### config.mk
export PLATFORM = sky130hd
export DESIGN_NAME = gcd_job_sequencer
export DESIGN_NICKNAME = d
export VERILOG_FILES = /design/src/rtl/gcd_job_sequencer.sv
export SDC_FILE = /design/constraint.sdc
export NUM_CORES = 1
export LEC_CHECK = 0
export CORE_UTILIZATION = 50
export DETAILED_ROUTE_END_ITERATION = 10
export PLACE_DENSITY = 0.74
export SYNTH_ARGS = -nofsm -noshare
export SYNTH_HDL_FRONTEND = slang
export SYNTH_SLANG_ARGS = --single-unit
### constraint.sdc
create_clock -name clk -period 10.1 [get_ports clk]
set_clock_uncertainty 0.2 [all_clocks]
set_input_delay 1.01 -clock clk [delete_from_list [all_inputs] [get_ports clk]]
set_output_delay 1.01 -clock clk [all_outputs]
set_load 0.05 [all_outputs]
### src/rtl/gcd_job_sequencer.sv
// gcd_job_sequencer: queues operand pairs, feeds them one at a time to a GCD engine, returns results with timeout recovery
// Ports:
//   clk, reset_n                 clock and synchronous active-low reset
//   in_valid/in_ready/in_a/in_b  operand pair input handshake
//   gcd_a_in/gcd_b_in/gcd_start  job issued to the engine (operands held ISSUE..WAIT)
//   gcd_result/gcd_done          engine response, honoured only in WAIT
//   out_valid/out_ready          result output handshake
//   out_result/out_err           gcd value, and timeout flag (result forced to 0 on timeout)
//   busy, fifo_count             activity and FIFO occupancy status
module gcd_job_sequencer #(
  parameter int WIDTH   = 32,
  parameter int DEPTH   = 4,
  parameter int TIMEOUT = 1024
) (
  input  logic                     clk,
  input  logic                     reset_n,
  input  logic                     in_valid,
  output logic                     in_ready,
  input  logic [WIDTH-1:0]         in_a,
  input  logic [WIDTH-1:0]         in_b,
  output logic [WIDTH-1:0]         gcd_a_in,
  output logic [WIDTH-1:0]         gcd_b_in,
  output logic                     gcd_start,
  input  logic [WIDTH-1:0]         gcd_result,
  input  logic                     gcd_done,
  output logic                     out_valid,
  input  logic                     out_ready,
  output logic [WIDTH-1:0]         out_result,
  output logic                     out_err,
  output logic                     busy,
  output logic [$clog2(DEPTH):0]   fifo_count
);
  localparam int AW = $clog2(DEPTH);
  localparam int TW = $clog2(TIMEOUT);
  typedef enum logic [1:0] {IDLE, ISSUE, WAIT, HOLD} state_t;
  state_t state, state_nx;
  logic [WIDTH-1:0] mem_a [DEPTH];
  logic [WIDTH-1:0] mem_b [DEPTH];
  logic [AW-1:0] wr_ptr, rd_ptr;
  logic [AW:0] count;
  logic [TW-1:0] timer, timer_nx;
  logic [WIDTH-1:0] a_nx, b_nx, res_nx, head_a, head_b;
  logic err_nx, push, pop, timeout;
  // in_ready depends on the registered count only, so a same-cycle pop never reopens a full FIFO
  assign in_ready   = reset_n && (count < (AW+1)'(DEPTH));
  assign push       = in_valid && in_ready;
  assign pop        = (state == IDLE) && (count != '0);
  assign head_a     = mem_a[rd_ptr];
  assign head_b     = mem_b[rd_ptr];
  // compare the post-increment value so HOLD is reached exactly TIMEOUT cycles after the start strobe
  assign timeout    = (timer + TW'(1)) == TW'(TIMEOUT - 1);
  assign gcd_start  = state == ISSUE;
  assign out_valid  = state == HOLD;
  assign busy       = (state != IDLE) || (count != '0);
  assign fifo_count = count;
  always_ff @(posedge clk) begin
    if (push) begin
      mem_a[wr_ptr] <= in_a;
      mem_b[wr_ptr] <= in_b;
    end
  end
  always_ff @(posedge clk) begin
    if (!reset_n) begin
      wr_ptr <= '0;
      rd_ptr <= '0;
      count  <= '0;
    end else begin
      if (push) wr_ptr <= wr_ptr + 1'b1;
      if (pop) rd_ptr <= rd_ptr + 1'b1;
      if (push && !pop) count <= count + 1'b1;
      else if (pop && !push) count <= count - 1'b1;
    end
  end
  always_comb begin
    state_nx = state;
    a_nx     = gcd_a_in;
    b_nx     = gcd_b_in;
    res_nx   = out_result;
    err_nx   = out_err;
    timer_nx = timer;
    case (state)
      IDLE: if (pop) begin
        if (head_a == '0 || head_b == '0) begin
          state_nx = HOLD;
          res_nx   = head_a | head_b;
          err_nx   = 1'b0;
        end else begin
          state_nx = ISSUE;
          a_nx     = head_a;
          b_nx     = head_b;
        end
      end
      ISSUE: begin
        timer_nx = '0;
        state_nx = WAIT;
      end
      WAIT: begin
        timer_nx = timer + TW'(1);
        if (gcd_done) begin
          state_nx = HOLD;
          res_nx   = gcd_result;
          err_nx   = 1'b0;
        end else if (timeout) begin
          state_nx = HOLD;
          res_nx   = '0;
          err_nx   = 1'b1;
        end
      end
      HOLD: state_nx = out_ready ? IDLE : HOLD;
    endcase
  end
  always_ff @(posedge clk) begin
    if (!reset_n) begin
      state      <= IDLE;
      gcd_a_in   <= '0;
      gcd_b_in   <= '0;
      out_result <= '0;
      out_err    <= 1'b0;
      timer      <= '0;
    end else begin
      state      <= state_nx;
      gcd_a_in   <= a_nx;
      gcd_b_in   <= b_nx;
      out_result <= res_nx;
      out_err    <= err_nx;
      timer      <= timer_nx;
    end
  end
endmodule
# == Word-level counts from Yosys, hierarchy flattened ==
# Memories as Yosys holds them, arrays and structs flattened. A register that Yosys moved wholly into a read port is not among the register bits.
# Cells that the tools add are included.
# word_totals
reg_bits,116
latch_bits,0
mem_bits_rw,256
romBits,0
in_bits,101
out_inout_bits,104
n_memories,2
# op_classes
add_sub_neg,5
multipliers,0
div_mod_pow,0
n_lt_le_gt_ge,1
eq_ne,7
n_shift,0
muxes,25
bitwise,2
reduce_logical,20
# mem_list
memory,words,word_bits,read_ports,rd_clocked_by_memory_dff,wr,line,rtl
mem_a,4,32,1,1,1,37,logic [WIDTH-1:0] mem_a [DEPTH];
mem_b,4,32,1,1,1,38,logic [WIDTH-1:0] mem_b [DEPTH];
# ops
op,count
$mux 32,4
$logic_not 32->1,2
$pmux 32 s2,1
$or 32x32->32,1
$pmux 10 s2,1
$mux 2,9
$add 10x1->10 const B,1
$eq 10x10->1 const B,1
$pmux 2 s4,1
$reduce_bool 2->1,4
$mux 1,6
$mux 3,2
$logic_and 1x1->1,5
$add 2x1->2 const B,2
$eq 2x2->1 const B,2
$reduce_and 4->1,1
$add 3x1->3 const B,1
$lt 3x3->1 const B,1
$ne 3x3->1 const B,1
$reduce_and 3->1,1
$reduce_bool 3->1,1
$sub 3x1->3 const B,1
$eq 2x1->1 const B,1
$logic_not 1->1,2
other kinds (7),8

# == Depth between registers and ports, before layout ==
# Gate-level depths: netlist (run 1).
# depth
word_depth,7
ltp_mapped,10
ltp_nobuf,10

# == Worst setup path after synthesis (run 1) ==
# No wires, ideal clock.
# synth_timing
path_kind,in2reg
start,in reset_n
end,"mem mem_a[1][0], enable pin"
t_arrival_ns,3.793
t_required_ns,9.471
path_slack_ns,5.678
stages,3
path_cell_list,clkbuf_1 nor2b_1 and3_1
# synth_via
elab_chain_cells,4
# synth_rtl
item,line,rtl
"start, declared",16,"input logic reset_n,"
$logic_and 1x1->1,45,assign in_ready = reset_n && (count < (AW+1)'(DEPTH));
via in_ready,18,"output logic in_ready,"
$logic_and 1x1->1,46,assign push = in_valid && in_ready;
$mux 1,57,if (push) begin
$mux 1 (not written as such),58,mem_a[wr_ptr] <= in_a;
"end, declared",37,
# The timed path passes the listed nets, and every way through them passes these cells.

==> impl_metrics.env, run 1 <==
export IMPL_place_inst=1545
export IMPL_maxSlewViolCount=0
export IMPL_overflow=0
export IMPL_antenna_found_initial=4
export IMPL_grt_pass1_vias=9313
export IMPL_row_count=62
export IMPL_layout_commonest_cell="edfxtp_1"
export IMPL_fill_cells=2178
export IMPL_drc_errors=0
export IMPL_clock_latency_ns=0.53
export IMPL_grt_total_usage_pct=24.67
export IMPL_vias=9460
export IMPL_clkSinkCount=374
export IMPL_place_hpwl_mm=24.00
export IMPL_cp_cell_sequence="buf_4 > mux4_2 > nor4_1 > nand4_1 > o22a_1 > nand2_4 > mux2i_1"
export IMPL_worstSetupPathType="flop to flop"
export IMPL_multi_input_comb_area_mm2=0.004498
export IMPL_p_comb_share_pct=36.0
export IMPL_pwr_share_clk_pct=25.3
export IMPL_timing_final_hold_violations=0
export IMPL_setup_viol=0
export IMPL_synth_top_area_cell="edfxtp_1"
export IMPL_ir_drop_v=0.0001834
export IMPL_via_per_inst=5.858
export IMPL_pwr_share_seq_pct=38.7
export IMPL_synth_edf_count=256
export IMPL_die_h_um=174.5
export IMPL_powerDensity_mw_per_mm2=279.3
export IMPL_final_setup_tns_ns=0
export IMPL_core_mm2=0.02901
export IMPL_yosysUniqueCellTypes=45
export IMPL_cts_buffers=37
export IMPL_drt_total_wl_mm=36.93
export IMPL_dieArea_mm2=0.03044
export IMPL_final_cell_mix="edfxtp_1 (256), clkdlybuf4s50_1 (203), nand2_1 (178)"
export IMPL_period_share_pct=48.53
export IMPL_worst_pin_slew_ns=1.217
export IMPL_drive_gt1_share_pct=11.40
export IMPL_synth_seq_area_share_pct=67.58
export IMPL_dr_pass1_iters=5
export IMPL_area_delta_synth_final_pct=23.51
export IMPL_cts_reportedPaths_clkPinSlew_ns=0.06
export IMPL_cpPeakStageDelay_ns=0.99
export IMPL_first_iter_violations=912
export IMPL_status="complete, no violations"
export IMPL_portBuffers=204
export IMPL_yosys_warnings=0
export IMPL_critPathCaptureType="flop"
export IMPL_power_switching_uw=1884
export IMPL_cts_max_level=2
export IMPL_start_kind="flop"
export IMPL_leakage_uw=0.006442
export IMPL_grt_pass1_wl_mm=56.20
export IMPL_cts_resized=0
export IMPL_cts_root_buf="clkbuf_16"
export IMPL_slowest_stage="nand2_4"
export IMPL_synthArstFlopShare_pct=0
export IMPL_required_ns=10.33
export IMPL_netlist_area_mm2=0.01487
export IMPL_arrival_ns=5.13
export IMPL_syn_nets=1121
export IMPL_pin_count=205
export IMPL_fin_hold_ws_ns=0.2566
export IMPL_hold_buffers=0
export IMPL_cts_setup_buffers=0
export IMPL_synth_area_top_cells="edfxtp_1 (52%), dfxtp_1 (16%), mux4_2 (9.7%)"
export IMPL_finalPower_uw=5130
export IMPL_yosys_register_bits=374
export IMPL_fin_ws_ns=5.199
export IMPL_slew_headroom_pct=18.88
export IMPL_cap_violations=0
export IMPL_final_seq_area_mm2=0.01005
export IMPL_wl_per_cell_um=22.87
export IMPL_synth_top_area_share_pct=51.69
export IMPL_netSwitchingFraction_pct=36.72
export IMPL_fin_nets=1314
export IMPL_syn_inst=1007
export IMPL_hp_class="flop to flop"
export IMPL_cts_buffer_depth=3
export IMPL_cts_tree="done"
export IMPL_place_congestion=0.8665
export IMPL_start_util_pct=51.26
export IMPL_avgSynthCellArea_um2=14.77
export IMPL_pre_cts_ws_ns=5.141
export IMPL_max_clock_freq_ghz=0.2040
export IMPL_antenna_left=0
export IMPL_finalNonFillerCells=1615
export IMPL_p_int_uw=3246
export IMPL_grt_max_degree=100
export IMPL_synth_ff_type="edfxtp_1"
export IMPL_crit_fanout=64
export IMPL_min_period_ns=4.901
export IMPL_rsz0062_at_grt="false"
export IMPL_fp_dieW_um=174.5
layer usage:
layer | track usage, % | part of all wire (%) | vias to the layer above
met5 | 0 | 0.11 | -
met2 | 38.98 | 47 | 477
met4 | 10.27 | 4.0 | 6
met1 | 33.04 | 40 | 4646
li1 | - | - | 4241
met3 | 5.577 | 8.9 | 90
area by class of cell:
type                            count  share of cell area, %
Sequential cell                   374                  54.74
Multi-Input combinational cell    558                  24.49
Timing Repair Buffer              217                  11.63
Clock buffer                       49                  5.450
Tap cell                          384                  2.616
Clock inverter                     18                 0.7834
Inverter                           12                 0.2452
Antenna cell                        3                0.04087
critical path, delay by kind of cell (launching register included):
family / cells / cell delay [ns]
AO/OA/AOI/OAI: 1 / 0.47
multiplexers: 2 / 1.02
buffers and inverters: 1 / 0.79
AND/OR/NAND/NOR: 3 / 1.58
flip-flops: 1 / 0.64
registers in the layout (all words and copies together), names as in the netlist, named ones only:
name / count
mem_a: 128
mem_b: 128
gcd_a_in: 32
gcd_b_in: 32
out_result: 32
timer: 10
fifo_count: 3
rd_ptr: 2
state: 2
wr_ptr: 2
out_err: 1
metrics by stage:
| step | area [µm²] | util (%) |
|---|---|---|
| after global routing | 18360 | 63.29 |
| after global placement | 17220 | 59.34 |
| final | 18370 | 63.31 |
| after detailed placement | 17220 | 59.34 |
| after floorplan | 14870 | - |
| after CTS | 18360 | 63.28 |
cells in the mapped netlist (4+ instances only):
cell type	number
a2111oi_0	32
a211o_1	32
a21boi_0	5
a21oi_1	5
and2_1	9
and3_1	4
buf_2	10
buf_6	5
clkbuf_1	45
dfxtp_1	118
edfxtp_1	256
ha_1	12
inv_1	12
mux2i_1	66
mux4_2	64
nand2_1	179
nand3_1	8
nand4_1	4
nor2_1	35
nor2b_1	9
nor3_1	37
nor4_1	18
o21ai_0	8
xnor2_1	5
power groups by stage:
stage	combinational, µW	clock [µW]	sequential (µW)
2_1_floorplan	789	0	2430
3_3_place_gp	1830	0	2010
3_5_place_dp	1860	0	2020
4_1_cts	1860	1310	1990
5_1_grt	1940	1370	2010
6_report	1850	1300	1980
final timing paths:
check                     from           end  slack [ns]  cells after the start
setup / recovery          flop  gcd_a_in[16]        5.20                      7
hold / removal    gcd_a_in[11]  gcd_a_in[11]        0.26                      2
setup reg to reg          flop  gcd_a_in[16]        5.20                      7
hold reg to reg   gcd_a_in[11]  gcd_a_in[11]        0.26                      2
kinds of logic (layout without fill, tap and decap cells):
group                      count (synthesis)  count (layout)  share of synthesized area, %
adders and majority gates                 13              13                         1.144
other                                      0               3                             0
buffers and inverters                     75             296                         2.280
and+or+nand+nor                          311             311                         9.145
muxes                                    130             130                         14.13
AOI/OAI and AO/OA                         97              97                         5.309
DFF                                      374             374                         67.58
xor gates and xnor gates                   7               7                        0.4123
Note: power is estimated with default switching activity, not from simulation.
==> inputs of run 2 (changes only) <==
==> constraint.sdc (replaced) <==
create_clock -name clk -period 4.8 [get_ports clk]
set_clock_uncertainty 0.2 [all_clocks]
set_input_delay 0.48 -clock clk [delete_from_list [all_inputs] [get_ports clk]]
set_output_delay 0.48 -clock clk [all_outputs]
set_load 0.05 [all_outputs]
==> run 2 against run 1 <==
  * Critical path depth rose by 1
  * Largest power group unchanged
  * Register-to-register slack got worse by 4.3 ns
  * Final area rose by 0.62%
  * Utilization rose by 0.39 points
  * Maximum frequency rose by 24%
  * Sequential cell count did not move
  * Global-route usage rose by 0.38 points
  * Critical path type unchanged
  * Setup slack got worse by 4.3 ns
  * Highest routed layer unchanged
  * Clock power rose by 110%
  * Sequential power rose by 110%
  * Worst hold slack got worse by 0.24 ns
  * Total power rose by 110%
==> impl_metrics.env, run 2 (synthesis results as in run 1) <==
export IMPL_status="complete, no violations"
export IMPL_fp_dieW_um=174.5
export IMPL_drive_gt1_share_pct=11.35
export IMPL_cts_root_buf="clkbuf_16"
export IMPL_arrival_ns=4.14
export IMPL_cp_cell_sequence="buf_12 > mux4_2 > nor4_1 > nand4_1 > o22a_1 > a221o_1 > buf_4 > a211o_1"
export IMPL_min_to="fifo_count[0]"
export IMPL_dieArea_mm2=0.03044
export IMPL_cts_buffer_depth=3
export IMPL_wl_per_cell_um=23.21
export IMPL_power_switching_uw=3937
export IMPL_required_ns=5.00
export IMPL_cts_tree="done"
export IMPL_fin_nets=1320
export IMPL_pwr_share_seq_pct=38.0
export IMPL_fin_ws_ns=0.8617
export IMPL_worst_pin_slew_ns=1.028
export IMPL_place_congestion=0.8197
export IMPL_row_count=62
export IMPL_leakage_uw=0.006487
export IMPL_netSwitchingFraction_pct=36.36
export IMPL_grt_pass1_vias=9258
export IMPL_hp_class="input pin to flop"
export IMPL_maxSlewViolCount=0
export IMPL_path_buf_inv=2
export IMPL_largestRegisters="mem_a: 128 flops, mem_b: 128 flops"
export IMPL_pre_cts_ws_ns=0.9850
export IMPL_hold_buffers=0
export IMPL_dr_pass1_iters=6
export IMPL_grt_total_usage_pct=25.04
export IMPL_vias=9401
export IMPL_min_path_cells=2
export IMPL_slew_headroom_pct=31.46
export IMPL_worstSetupPathType="flop to flop"
export IMPL_timing_final_hold_violations=0
export IMPL_grt_pass1_wl_mm=56.81
export IMPL_final_setup_tns_ns=0
export IMPL_final_cell_mix="edfxtp_1 (256), clkdlybuf4s50_1 (203), nand2_1 (178)"
export IMPL_finalPower_uw=10830
export IMPL_overflow=0
export IMPL_ff2ff_setup_slack_ns=0.86
export IMPL_crit_fanout=34
export IMPL_cts_max_level=2
export IMPL_powerDensity_mw_per_mm2=585.8
export IMPL_cts_reportedPaths_clkPinSlew_ns=0.06
export IMPL_start_kind="flop"
export IMPL_portBuffers=204
export IMPL_cap_violations=0
export IMPL_clkSinkCount=374
export IMPL_p_comb_share_pct=36.7
export IMPL_max_clock_freq_ghz=0.2539
export IMPL_ir_drop_v=0.0005024
export IMPL_r2r_end="out_result[18]"
export IMPL_slowest_stage="mux4_2"
export IMPL_via_per_inst=5.803
export IMPL_fill_cells=2110
export IMPL_p_int_uw=6890
export IMPL_critPathCaptureType="flop"
export IMPL_cp_top_family="compound AO/OA/AOI/OAI gates"
export IMPL_drc_errors=0
export IMPL_cts_setup_buffers=0
export IMPL_final_seq_area_mm2=0.01005
export IMPL_place_hpwl_mm=24.99
export IMPL_cts_buffers=38
export IMPL_drt_total_wl_mm=37.60
export IMPL_first_iter_violations=1148
export IMPL_antenna_found_initial=3
export IMPL_clock_latency_ns=0.52
export IMPL_pin_count=205
export IMPL_multi_input_comb_area_mm2=0.004498
export IMPL_min_from="reset_n"
export IMPL_cpPeakStageDelay_ns=0.63
export IMPL_start_util_pct=51.26
export IMPL_rsz0062_at_grt="false"
export IMPL_layout_commonest_cell="edfxtp_1"
export IMPL_cts_resized=0
export IMPL_core_mm2=0.02901
export IMPL_period_share_pct=82.05
export IMPL_setup_viol=0
export IMPL_antenna_left=0
export IMPL_reg2reg_depth=8
export IMPL_die_h_um=174.5
export IMPL_grt_max_degree=79
export IMPL_area_delta_synth_final_pct=24.27
export IMPL_min_period_ns=3.938
export IMPL_pwr_share_clk_pct=25.2
[run 2: through the flow]
step	hold slack [ns]	area, µm²	cells	util (%)
final	0.01382	18480	1620	63.70
after global routing	0.02602	18480	1619	63.69
after CTS	0.0008503	18480	1618	63.68
after detailed placement	0.2519	17340	1550	59.77
after global placement	0.2465	17340	1550	59.77
after floorplan	0.2690	14870	1007	-
[run 2: worst max-delay path by stage]
stage / from / end / slack [ns] / cells after the start
6_report: flop / out_result[18] / 0.86 / 8
5_1_grt: flop / gcd_b_in[27] / 0.77 / 9
4_1_cts: flop / out_result[11] / 0.96 / 8
3_5_place_dp: flop / out_result[11] / 0.98 / 8
3_3_place_gp: flop / out_result[20] / 1.03 / 8
2_1_floorplan: reset_n / mem_a[1][0] / 0.91 / 3
[run 2: worst reg2reg max path, cell delays in order (launching register included)]
cell,delay [ns]
dfxtp_4,0.37
buf_12,0.27
mux4_2,0.67
nor4_1,0.47
nand4_1,0.33
o22a_1,0.28
a221o_1,0.59
buf_4,0.33
a211o_1,0.33
[run 2: final cells by class]
| cell class | instances | area share, % |
|---|---|---|
| antenna | 2 | 0.02708 |
| timing repair buffer | 222 | 12.24 |
| multi-input combinational | 558 | 24.34 |
| sequential | 374 | 54.40 |
| clock inverter | 14 | 0.5010 |
| clock buffer | 54 | 5.646 |
| inverter | 12 | 0.2437 |
| tap | 384 | 2.600 |
[run 2: layer usage]
layer	part of all wire (%)	wire length (µm)	track usage (%)	vias to the layer above
li1	-	-	-	4242
met1	40	15070	33.97	4703
met2	50	18660	40.97	402
met3	8.5	3188	5.096	50
met4	1.7	654	7.237	4
met5	0.074	28	0	-
[run 2: power by group through the flow]
stage          registers [µW]  clock network, µW  logic (µW)
4_1_cts                  4120               2770        4000
6_report                 4120               2730        3980
2_1_floorplan            5120                  0        1660
3_5_place_dp             4180                  0        3980
3_3_place_gp             4180                  0        3950
5_1_grt                  4160               2900        4170
